==> src/rtl/dot_product_acc_pkg.sv <==
// Shared definitions for the dot-product accumulator: state encoding and width helpers.
// Latency: n/a (types and constant functions only).
// Backpressure: n/a.
package dot_product_acc_pkg;

   // The FSM has two states: collecting terms, or holding a finished sum.
   typedef enum logic {
      ACCUM = 1'b0,
      HOLD  = 1'b1
   } state_t;

   // Accumulator width: the full product width plus guard bits.
   function automatic int acc_width(input int n, input int g);
      return 2 * n + g;
   endfunction

   // term_count must be able to represent MAX_TERMS itself.
   function automatic int count_width(input int max_terms);
      return $clog2(max_terms + 1);
   endfunction

endpackage

==> src/rtl/dot_product_acc_acc_adder.sv <==
// W-bit ripple-carry adder with carry-out, one full-adder cell per bit.
// Latency: combinational.
// Backpressure: none.
// Ports: a, b (W-bit addends), sum (W-bit), cout (carry out of the top bit).
module acc_adder #(
   parameter int W = 36
) (
   input  logic [W-1:0] a,
   input  logic [W-1:0] b,
   output logic [W-1:0] sum,
   output logic         cout
);

   logic [W:0] carry;

   assign carry[0] = 1'b0;

   for (genvar i = 0; i < W; i++) begin : g_fa
      // full-adder cell: sum and majority carry
      assign sum[i]       = a[i] ^ b[i] ^ carry[i];
      assign carry[i + 1] = (a[i] & b[i]) | (carry[i] & (a[i] ^ b[i]));
   end

   assign cout = carry[W];

endmodule

==> src/rtl/dot_product_acc.sv <==
// Sums the 2N-bit products of one vector and holds the sum for a consumer.
// Latency: result/out_valid one cycle after the closing beat; one bubble cycle after hand-off.
// Backpressure: in_ready drops while a result is held; out_ready releases it.
// Ports: clk, rst_n (async active-low), clr (sync abort), prod/in_valid/in_last/in_ready
//        (input beat handshake), result/term_count/ovf/out_valid/out_ready (result handshake).
module dot_product_acc
   import dot_product_acc_pkg::*;
#(
   parameter int N         = 16,
   parameter int G         = 4,
   parameter int MAX_TERMS = 16
) (
   input  logic                                clk,
   input  logic                                rst_n,
   input  logic                                clr,
   input  logic [2*N-1:0]                      prod,
   input  logic                                in_valid,
   input  logic                                in_last,
   output logic                                in_ready,
   output logic [acc_width(N, G)-1:0]          result,
   output logic [count_width(MAX_TERMS)-1:0]   term_count,
   output logic                                ovf,
   output logic                                out_valid,
   input  logic                                out_ready
);

   localparam int ACC_W = acc_width(N, G);
   localparam int CNT_W = count_width(MAX_TERMS);

   state_t             state;
   logic [ACC_W-1:0]   acc;
   logic [CNT_W-1:0]   cnt;
   logic               sticky;

   logic [ACC_W-1:0]   sum;
   logic               carry;
   logic [CNT_W-1:0]   cnt_inc;
   logic               closing;

   acc_adder #(
      .W (ACC_W)
   ) u_acc_adder (
      .a    (acc),
      .b    (ACC_W'(prod)),
      .sum  (sum),
      .cout (carry)
   );

   assign cnt_inc   = cnt + CNT_W'(1);
   // The vector closes on in_last or when this beat would be the last allowed term.
   assign closing   = in_last || (cnt == CNT_W'(MAX_TERMS - 1));

   assign in_ready  = (state == ACCUM);
   assign out_valid = (state == HOLD);

   always_ff @(posedge clk or negedge rst_n) begin
      if (!rst_n) begin
         state      <= ACCUM;
         acc        <= '0;
         cnt        <= '0;
         sticky     <= 1'b0;
         result     <= '0;
         term_count <= '0;
         ovf        <= 1'b0;
      end else if (clr) begin
         // Abort wins over any beat or hand-off; held outputs go stale, not cleared.
         state  <= ACCUM;
         acc    <= '0;
         cnt    <= '0;
         sticky <= 1'b0;
      end else begin
         case (state)
            ACCUM: begin
               if (in_valid) begin
                  if (closing) begin
                     result     <= sum;
                     term_count <= cnt_inc;
                     ovf        <= sticky | carry;
                     acc        <= '0;
                     cnt        <= '0;
                     sticky     <= 1'b0;
                     state      <= HOLD;
                  end else begin
                     acc    <= sum;
                     cnt    <= cnt_inc;
                     sticky <= sticky | carry;
                  end
               end
            end
            HOLD: begin
               if (out_ready) begin
                  state <= ACCUM;
               end
            end
            default: state <= ACCUM;
         endcase
      end
   end

endmodule
==> config.mk <==
export PLATFORM = sky130hd
export DESIGN_NAME = dot_product_acc
export DESIGN_NICKNAME = d
export VERILOG_FILES = /design/src/rtl/dot_product_acc_pkg.sv /design/src/rtl/dot_product_acc_acc_adder.sv /design/src/rtl/dot_product_acc.sv
export SDC_FILE = /design/constraint.sdc
export NUM_CORES = 1
export LEC_CHECK = 0
export ABC_AREA = 0
export BUFFER_PORTS_ARGS = -buffer_cell sky130_fd_sc_hd__buf_4
export CORE_UTILIZATION = 40
export DETAILED_ROUTE_END_ITERATION = 6
export GPL_ROUTABILITY_DRIVEN = 0
export HOLD_SLACK_MARGIN = 0.1
export PLACE_DENSITY = 0.7
export SETUP_SLACK_MARGIN = 0.02
export SLEW_MARGIN = 20
export SYNTH_ARGS = -nofsm -noshare
export SYNTH_HDL_FRONTEND = slang
export SYNTH_SLANG_ARGS = --single-unit
export TNS_END_PERCENT = 1
==> constraint.sdc <==
create_clock -name clk -period 20.6 [get_ports clk]
set_input_delay 1.03 -clock clk [delete_from_list [all_inputs] [get_ports clk]]
set_output_delay 1.03 -clock clk [all_outputs]
set_load 0.05 [all_outputs]
==> results by group <==
Outcome
  – Outcome: completed

Timing
  – Setup Viol. Count Final: 0
  – Fin. Hold Viols: 0
  – Setup TNS Final: 0 ps
  – Final worst-path cycle share: 0.6810
  – Tmin final: 14030 ps
  – Max Slew Vio Count: 0
  – Max_slew headroom: 0.2856
  – Slew @ Worst Pin: 1072 ps
  – RSZ-0062 raised after global routing: false
  – Fmax: 0.07129 GHz
  – Skew final: 11.01 ps

CTS
  – CTS hold repair buffers: 0
  – Clock Pin Slew Worst Setup and Hold Paths: 90 ps
  – Clk_lat worst skew: 360 ps
  – Root Buffer: clkbuf_8
  – Clock tree sinks: 85
  – Setup Fix Bufs, Post-CTS: 0
  – PostCTS Resize Cnt: 0
  – Clock tree from TritonCTS: done
  – H-tree Lvls: 3
  – CTS max path bufs: 2
  – CTS buffer count: 9

Logic synthesis
  – Syn Nets: 425
  – Yosys reg bits: 85
  – Yosys top cell area share: 0.4849
  – Ys Warns: 0
  – Yosys top cell by area: dfrtp_1
  – Unique masters post-synth: 36
  – Seq/Total Area, Yosys: 0.4849
  – Syn Area/Cell: 12.57 µm²
  – Top cells by area, synth: dfrtp_1, fa_1, o2bb2ai_2
  – Post-Syn Area: 4387 µm²
  – Synth Instances: 349

Global route
  – Gr ovfl total: 0
  – GRT Util Overall: 0.1690
  – First-pass GRT wire length: 14.68 mm
  – Antenna violations before repair: 0
  – Vias in the first global route: 2963
  – Pin count of the biggest net entering global routing: 86

Worst setup path
  – Most numerous cell on the critical path: fa_1
  – CP startpoint: prod[0]
  – Slowest CP cell: fa_1
  – Critical Path Source Type: input port
  – CP Class: in2reg
  – Crit-path max cell delay: 420 ps
  – Critical path fanouts, max: 2
  – Reg2reg start: acc[0]$_DFFE_PN0P_
  – Critical Path Sink Type: flip-flop
  – Worst Path Required: 20850 ps
  – Critical Path AT: 14280 ps

Drt
  – DRT Pass-1 Iters: 4
  – Drc violations: 0
  – Vias: 2814
  – Via density: 4.989
  – Routed WL: 8.745 mm
  – WL per Instance: 15.51 µm
  – First DRT Iteration DRCs: 87
  – Antenna viol nets, final: 0

Finish
  – Most frequent cells in the layout: dfrtp_1, buf_4, o21ai_0, inv_1, fa_1
  – Layout cell share with drive strength beyond 1: 0.3364
  – Nets: 499
  – Filler Cell Count: 942
  – Commonest non-fill, non-tap cell in the layout: dfrtp_1
  – # diodes: 0
  – Area grow syn2layout: 20.39%
  – Non-Filler Instances: 564

Power
  – Worst vdd ir: 51.28 µV
  – PwrDens: 91.72 nW/µm²
  – Pleak: 2.411 nW

Die
  – Die Wd: 106.7 µm
  – Core area: 10460 µm²
  – Std-Cell Rows: 37
  – Initial Util: 0.4193
  – Height of the die: 106.7 µm
  – IO Pins: 82
  – DIE AREA: 11390 µm²

Hold path
  – Hold wc startpoint: acc[22]$_DFFE_PN0P_
  – HP Class: reg2reg

Placement
  – Placed Instances: 548
  – IO Port Bufs: 81
  – DP HPWL: 6.080 mm

Job
  – Max Cap Viol: 0
-- stage by stage --
stage,cell area (µm²),hold slack (ps),util,setup slack (ps),total power (W)
detailed placement,5044,475.0,0.4821,6159,0.0003540
global placement,5044,473.6,0.4821,6334,0.0003504
global route,5281,520.3,0.5048,6083,0.0005085
CTS,5278,506.3,0.5044,6495,0.0004885
finish,5281,499.2,0.5048,6572,0.0004844
floorplan,4387,456.1,-,6848,0.0003038
-- where the power goes --
part | total (W) | switching [W] | internal [W]
combinational | 0.000149 | 0.000101 | 0.0000474
sequential | 0.000200 | 0.0000124 | 0.000187
clock | 0.000136 | 0.0000610 | 0.0000749
total | 0.000484 | 0.000175 | 0.000310
-- critical path, delay by kind of cell --
kind | cells | cell delay (ps)
adder cells (fa/ha/maj) | 36 | 12810
buffers and inverters | 3 | 210
multiplexers | 1 | 260
-- registers in the layout (all words and copies together) (netlist names) --
name and flops:
cnt 5, out_valid 1, sticky 1, result 36
acc 36, term_count 5, ovf 1
-- worst paths after layout --
check / end / slack [ps] / cells after the start
max in group asynchronous: acc[22]$_DFFE_PN0P_ / 19350 / 1
min: acc[22]$_DFFE_PN0P_ / 500 / 1
max reg2reg: result[35]$_DFFE_PN0P_ / 6950 / 39
max: result[35]$_DFFE_PN0P_ / 6570 / 40
min reg2reg: acc[22]$_DFFE_PN0P_ / 500 / 1
min in group asynchronous: acc[4]$_DFFE_PN0P_ / 720 / 1
-- synthesized netlist by cell type (all sizes together) --
library cell   n
or2            2
nand4b         1
or3b           1
xor2           1
nor2           4
or4            1
nand3          2
o21ai         71
clkbuf        11
nand2          1
inv           65
fa            31
xnor2          1
o2bb2ai       31
a21o           1
o31ai          1
nand2b         2
a22o           7
a211oi         1
and3           1
ha             7
a31oi          1
buf            9
a21oi          1
dfrtp         85
mux2           8
nor2b          1
nor3           1
-- kinds of logic after synthesis --
logic type,count (synthesis),share of synthesized area
AND/OR/NAND/NOR,17,0.02311
AO/OA/AOI/OAI,114,0.2131
XOR/XNOR,2,0.003994
multiplexers,8,0.02396
buffers and inverters,85,0.08956
flip-flops,85,0.4849
adder cells (fa/ha/maj),38,0.1614
-- per-layer routing --
metal | up-vias | share of wire | track usage
li1 | 1313 | - | -
met1 | 1425 | 0.45 | 0.2264
met2 | 66 | 0.50 | 0.2802
met3 | 10 | 0.036 | 0.02553
met4 | 0 | 0.013 | 0.05969
met5 | - | 0 | 0
-- final cells by class --
type                    count  area [µm²]  share of cell area
multi-input cells         179        1879              0.3558
well taps                 136       170.2             0.03222
inverters                  65       244.0             0.04620
repair buffers             83       626.9              0.1187
clock inverters             5       82.58             0.01564
clock buffers              11       151.4             0.02867
flip-flops and latches     85        2127              0.4027
Note: power is estimated with default switching activity, not from simulation.
